==> config.mk <==
export PLATFORM = sky130hd
export DESIGN_NAME = regs_wb
export DESIGN_NICKNAME = d
export VERILOG_FILES = /design/src/rtl/regs_wb.sv
export SDC_FILE = /design/constraint.sdc
export NUM_CORES = 2
export LEC_CHECK = 0
export ABC_CLOCK_PERIOD_IN_PS = 4600
export BUFFER_PORTS_ARGS = -buffer_cell sky130_fd_sc_hd__buf_2
export CAP_MARGIN = 30
export CORE_MARGIN = 1
export CORE_UTILIZATION = 51
export CTS_CLUSTER_SIZE = 25
export DETAILED_ROUTE_END_ITERATION = 10
export HOLD_SLACK_MARGIN = 0.12
export PLACE_DENSITY = 0.67
export SETUP_SLACK_MARGIN = 0.3
export SLEW_MARGIN = 20
export SYNTH_ARGS = -nofsm -noshare
export SYNTH_HDL_FRONTEND = slang
export SYNTH_SLANG_ARGS = --single-unit
==> constraint.sdc <==
create_clock -name clk -period 4.6 [get_ports clk]
set_input_delay 0.23 -clock clk [delete_from_list [all_inputs] [get_ports clk]]
set_output_delay 0.23 -clock clk [all_outputs]
set_load 0.05 [all_outputs]
==> src/rtl/regs_wb.sv <==
// regs_wb: integer register file (x0..x31) and pipeline writeback endpoint.
// A single shared write port serves pipeline writeback, which always wins, and
// a debug request/acknowledge channel. A debug write that keeps losing the
// port raises dbg_hold_o so the controller can stall writeback.
//
// Ports:
//   clk, rst                   clock and synchronous active-high reset
//   reg1/reg2_raddr_i, _rdata_o  decode read ports (combinational, write-through bypass)
//   rd_addr_i/rd_data_i/rd_wen_i writeback triple from execute
//   dbg_req_i/we_i/addr_i/wdata_i debug request (level, held until ack)
//   dbg_rdata_o, dbg_ack_o     registered debug read data and one-cycle ack
//   dbg_hold_o                 registered writeback stall request
module regs_wb #(
    parameter int unsigned STARVE_LIMIT = 4
) (
    input  logic        clk,
    input  logic        rst,
    input  logic [4:0]  reg1_raddr_i,
    input  logic [4:0]  reg2_raddr_i,
    output logic [31:0] reg1_rdata_o,
    output logic [31:0] reg2_rdata_o,
    input  logic [4:0]  rd_addr_i,
    input  logic [31:0] rd_data_i,
    input  logic        rd_wen_i,
    input  logic        dbg_req_i,
    input  logic        dbg_we_i,
    input  logic [4:0]  dbg_addr_i,
    input  logic [31:0] dbg_wdata_i,
    output logic [31:0] dbg_rdata_o,
    output logic        dbg_ack_o,
    output logic        dbg_hold_o
);

    localparam int unsigned XLEN  = 32;
    localparam int unsigned AW    = 5;
    localparam int unsigned NREGS = 32;
    localparam int unsigned CNT_W = 4;

    localparam logic [CNT_W-1:0] CNT_MAX   = CNT_W'(15);
    localparam logic [CNT_W-1:0] CNT_ONE   = CNT_W'(1);
    localparam logic [CNT_W-1:0] LIMIT_CNT = CNT_W'(STARVE_LIMIT);

    typedef enum logic [1:0] {
        IDLE = 2'd0,
        PEND = 2'd1,
        ACK  = 2'd2,
        REL  = 2'd3
    } dbg_state_t;

    logic [XLEN-1:0]  regs [NREGS];
    dbg_state_t       state;
    logic [CNT_W-1:0] starve_cnt;

    logic             pipe_wr;
    logic             dbg_wr_go;
    logic [XLEN-1:0]  dbg_rd_val;
    logic [CNT_W-1:0] starve_inc;

    // Pipeline writes to x0 are dropped here so x0 storage stays zero.
    assign pipe_wr = rd_wen_i && (rd_addr_i != AW'(0));

    // Debug write performs only on cycles the pipeline leaves the port idle.
    assign dbg_wr_go = !rd_wen_i &&
                       (((state == IDLE) && dbg_req_i && dbg_we_i) || (state == PEND));

    assign starve_inc = (starve_cnt == CNT_MAX) ? CNT_MAX : starve_cnt + CNT_ONE;

    // Read ports: zero during reset and for x0, same-cycle writeback bypassed.
    assign reg1_rdata_o = (rst || (reg1_raddr_i == AW'(0))) ? XLEN'(0) :
                          (rd_wen_i && (rd_addr_i == reg1_raddr_i)) ? rd_data_i :
                          regs[reg1_raddr_i];

    assign reg2_rdata_o = (rst || (reg2_raddr_i == AW'(0))) ? XLEN'(0) :
                          (rd_wen_i && (rd_addr_i == reg2_raddr_i)) ? rd_data_i :
                          regs[reg2_raddr_i];

    // Debug read sees the same bypass so a colliding writeback returns new data.
    assign dbg_rd_val = (dbg_addr_i == AW'(0)) ? XLEN'(0) :
                        (rd_wen_i && (rd_addr_i == dbg_addr_i)) ? rd_data_i :
                        regs[dbg_addr_i];

    // Register file write port, debug FSM and its registered outputs.
    always_ff @(posedge clk) begin
        if (rst) begin
            for (int i = 0; i < int'(NREGS); i++) begin
                regs[i] <= '0;
            end
            state       <= IDLE;
            starve_cnt  <= '0;
            dbg_ack_o   <= 1'b0;
            dbg_hold_o  <= 1'b0;
            dbg_rdata_o <= '0;
        end else begin
            dbg_ack_o  <= 1'b0;
            dbg_hold_o <= 1'b0;

            if (pipe_wr) begin
                regs[rd_addr_i] <= rd_data_i;
            end else if (dbg_wr_go && (dbg_addr_i != AW'(0))) begin
                regs[dbg_addr_i] <= dbg_wdata_i;
            end

            case (state)
                IDLE: begin
                    if (dbg_req_i) begin
                        if (!dbg_we_i) begin
                            dbg_rdata_o <= dbg_rd_val;
                            state       <= ACK;
                            dbg_ack_o   <= 1'b1;
                        end else if (!rd_wen_i) begin
                            state     <= ACK;
                            dbg_ack_o <= 1'b1;
                        end else begin
                            state      <= PEND;
                            starve_cnt <= CNT_ONE;
                            dbg_hold_o <= (CNT_ONE >= LIMIT_CNT);
                        end
                    end
                end
                PEND: begin
                    if (!rd_wen_i) begin
                        state      <= ACK;
                        dbg_ack_o  <= 1'b1;
                        starve_cnt <= '0;
                    end else begin
                        starve_cnt <= starve_inc;
                        dbg_hold_o <= (starve_inc >= LIMIT_CNT);
                    end
                end
                ACK: begin
                    state <= REL;
                end
                REL: begin
                    // A still-held request is ignored until it drops.
                    if (!dbg_req_i) begin
                        state <= IDLE;
                    end
                end
                default: begin
                    state <= IDLE;
                end
            endcase
        end
    end

endmodule

== Word-level counts from Yosys, hierarchy flattened ==
Memories as Yosys holds them, arrays and structs flattened.
Cells that the tools add are included.
Word-level totals
  register bits: 40
  RAM bits: 1024
  output and inout bits: 98
  memories kept: 1
Operators by class
  add/subtract/negate cells: 1
  magnitude comparators: 1
  equality and inequality tests: 12
  muxes and demuxes: 37
  bitwise logic cells: 3
  reduce and logical (&&, ||, !) cells: 25
Memories
  regs: depth 32, width 32, read ports 3, clocked after memory_dff 0, write ports 32, line 50  | logic [XLEN-1:0] regs [NREGS];
Operator list (count)
  32-bit two-way mux: 8
  32-bit OR reduction: 2
  4-bit two-way mux: 5
  5-bit == test: 3
  5-bit logical NOT: 3
  1-bit two-way mux: 14
  2-bit two-way mux: 5
  5-bit two-way mux: 2
  2-bit != test (second input constant): 5
  5-bit nonzero test: 2
  1-bit logical AND: 8
  2-bit one-hot mux with 4 select lines: 1
  4-bit one-hot mux with 2 select lines: 1
  3-bit AND reduction: 2
  4-bit by 1-bit adder with 4-bit output (second input constant): 1
  2-bit == test (second input constant): 2
  4-bit == test (second input constant): 1
  4-bit by 3-bit >= comparator with 1-bit output (second input constant): 1
  4-bit AND reduction: 1
  1-bit logical OR: 3
  1-bit inverter: 3
  3-bit OR reduction: 1
  2-bit by 1-bit == test with 1-bit output (second input constant): 1
  2-bit logical NOT: 1
  3 further kinds: 3

== Logic depth before layout (Yosys ltp) ==
  word-level depth: 12
  gate-level depth with buffers: 10
  depth with buffers taken out: 7

== Worst setup path after synthesis ==
No wires, ideal clock.
  path kind: register to register
  start: register state[0]
  end: memory regs[24][0] (enable)
  library setup time: 0.394 ns
  arrival: 2.941 ns
  data required time: 4.206 ns
  slack: 1.265 ns
  cell stages (with the launch flop): 9
  buffers on the path: 1
  cell sequence: dfxtp_1 -> inv_1 -> ha_1 -> a31oi_1 -> a2111oi_2 -> buf_6 -> mux2i_4 -> nand4_1 -> nand2b_1
RTL lines
  from (decl): line 51  | dbg_state_t state;
  from (signal assigned): line 88  | state <= IDLE;
  from (signal assigned): line 108  | state <= ACK;
  from (signal assigned): line 111  | state <= ACK;
  to (decl): line 50

==> impl_metrics.ini <==
[status]
status = finished clean

[global_route]
antenna_found_initial = 7
overflow = 0
track_usage_pct = 41.6
grt_start_max_net_pins = 81
grt_pass1_vias = 48400
grt_pass1_wl_mm = 368

[yosys]
syn_inst = 4899
syn_area_um2 = 64100
synth.distinct_cells = 57
synth_area_leaders = edfxtp_1 (48%), mux4_2 (18%), mux2i_1 (8.7%), nor2_1 (6.0%), a221oi_1 (2.7%)
synth_top_cell_by_area = edfxtp_1
synth_top_area_share_pct = 48.0
yosysWarnings = 0
synth-seq-area-share_pct = 49.2
synth_edf_count = 1024
synth_ff_type = edfxtp_1
avgSynthCellArea_um2 = 13.1
yosys_register_bits = 1064
ys_async_sr_fraction_pct = 0

[die]
rows = 129
start_util_pct = 51.6
core_um2 = 124000
design.die.area_um2 = 127000
ios = 187
die_w_um = 357
die_y_um = 357

[placement]
dp_cells = 6435
portBuffers = 186
place_hpwl_mm = 166
routabilityCongestion = 1.04

[clock_network]
cts_resized = 0
cts_root_buf = clkbuf_16
cts_tree = yes
ctsHtreeMaxLevel = 3
cts.clk_slew.worst_paths_ps = 70
insertion_delay_ps = 750
cts_buffers = 112
cts_buffer_depth = 3
cts_sinks = 1064

[worst_setup_path]
cp.arrival_ps = 4550
cp_slowest_cell = dlygate4sd3_1
ff2ff_setup_slack_ps = 530
cp_cell_sequence = inv_1 > ha_1 > a31oi_1 > a2111oi_4 > buf_4 > buf_4 > mux2i_4 > dlygate4sd3_1 > nor2_2
reg2reg_depth = 9
slowest_delay_ps = 730
critPathKind = reg2reg
end_kind = flop
crit_top_cell = buf_4
crit_fanout = 17
cp-start-kind = flop
r2r_end = regs[28][27]
r2r-start = state[0]
required_ps = 5080

[detailed_routing]
wl_per_cell_um = 40.0
first_iter_violations = 9646
drt_pass1_iterations = 8
vias_per_cell = 7.64
vias = 51200
drcViolationCount = 0
wirelength_mm = 268
drtAntennaViolNets = 0

[final_layout]
final_common_cell = edfxtp_1
fillerInstances = 9781
drive_gt1_share_pct = 26.0
stdcell_count = 6700
area_delta_synth_final_pct = 12.5
fin_nets = 5059
mostFrequentLayoutCells = edfxtp_1 (1,024), nor2_1 (1,014), mux2i_1 (522), mux4_2 (518), a22oi_1 (208)

[power_and_ir_drop]
pwr_density_cell_nw_per_um2 = 363
irDropWorstVdd_mv = 0.306
p_leak_nw = 25.8

[flow_run]
cap_violations = 0

[timing]
finalCritPeriodShare_pct = 88.5
relSlewSlack_pct = 27.0
hold_ws_ps = 162
layout_min_cycle_time_ps = 4070
finalMaxSlewViolations = 0
skew_ps = 28.1
rsz0062_at_grt = false
fin_tns_setup_ps = 0
tightest_slew_ps = 1090
setup_violations = 0
hold_viol_final = 0
fmax_mhz = 246

[min_path]
holdPathStages = 4
hold_class = in2reg
min_from = dbg_wdata_i[4]
hold_end = regs[1][4]
[layout make-up]
class,count,area [µm²],area share [%]
timing repair buffer,474,4100,5.68
tap,1637,2050,2.84
clock buffer,148,3160,4.38
antenna,3,7.51,0.0104
clock inverter,62,573,0.795
sequential,1064,31600,43.7
inverter,12,45.0,0.0625
multi-input combinational,3300,30600,42.5
[timing repair]
action	in CTS	in global routing
hold endpoints to repair	184	0
buffers inserted	0	0
hold buffers	48	0
[where the power goes]
part	leakage (nW)	switching, mW	internal (mW)
combinational	13.0	3.50	1.77
sequential	10.9	0.371	11.1
clock	1.84	4.06	5.37
total	25.8	7.94	18.2
[state kept, by name (all words and copies together) (netlist names)]
register and count:
regs 1024, dbg_rdata_o 32, starve_cnt 4, state 2, dbg_ack_o 1, dbg_hold_o 1
[Yosys cell counts, types with 13 or more instances]
| cell type | count |
|---|---|
| nor4_1 | 17 |
| buf_1 | 40 |
| o22ai_1 | 15 |
| nand4_4 | 13 |
| nor2b_1 | 49 |
| nand2b_1 | 38 |
| a211oi_1 | 34 |
| buf_4 | 23 |
| buf_2 | 229 |
| a22oi_1 | 208 |
| nor3_1 | 15 |
| o211ai_1 | 71 |
| buf_6 | 32 |
| edfxtp_1 | 1024 |
| and3_1 | 16 |
| mux4_2 | 518 |
| nor2_2 | 58 |
| mux2i_1 | 554 |
| nand4_1 | 15 |
| a221oi_1 | 194 |
| o2111a_1 | 62 |
| nand2_1 | 51 |
| dfxtp_1 | 40 |
| clkbuf_1 | 229 |
| nand3_1 | 111 |
| a21oi_1 | 27 |
| nor2_1 | 1022 |
| o21ai_0 | 73 |
| a221o_1 | 28 |
[routing by layer]
layer	vias to the layer above	track usage (%)	wire, µm
li1	19500	-	-
met1	25300	53.1	89000
met2	5321	58.3	110000
met3	1071	16.9	46800
met4	12	27.5	21800
met5	-	0	84
[stage by stage]
stage / cell area [µm²] / setup slack [ps] / utilization, % / power, mW
after floorplan: 64200 / 1260 / - / 14.6
after global placement: 67800 / 761 / 54.6 / 16.5
after detailed placement: 67800 / 878 / 54.7 / 16.6
after CTS: 72000 / 697 / 58.0 / 25.8
after global routing: 72100 / 499 / 58.1 / 26.5
final: 72100 / 527 / 58.1 / 26.2
[worst max-delay path by stage]
stage                    start  cells past startpoint               end
6_report              state[0]                      9      regs[28][27]
5_1_grt               state[0]                      9      regs[28][27]
4_1_cts               state[0]                      9      regs[28][27]
3_5_place_dp          state[0]                      9      regs[30][16]
3_3_place_gp   reg1_raddr_i[1]                      8  reg1_rdata_o[20]
2_1_floorplan         state[0]                      8       regs[24][0]
[cell families after synthesis]
kind of cell	synth area share, %
adder cells (fa/ha/maj)	0.117
multiplexers	27.2
AND/OR/NAND/NOR	9.90
AO/OA/AOI/OAI	9.10
buffers and inverters	4.29
other	0.00585
flip-flops	49.2
XOR/XNOR	0.205
[worst max-delay path: cells and delay by family (launching register included)]
family                   cells  cell delay [ps]
AO/OA/AOI/OAI                2              630
adder cells (fa/ha/maj)      1              270
buffers and inverters        4             1740
flip-flops                   1              330
multiplexers                 1              710
AND/OR/NAND/NOR              1               40
(Power assumes the default switching activity.)
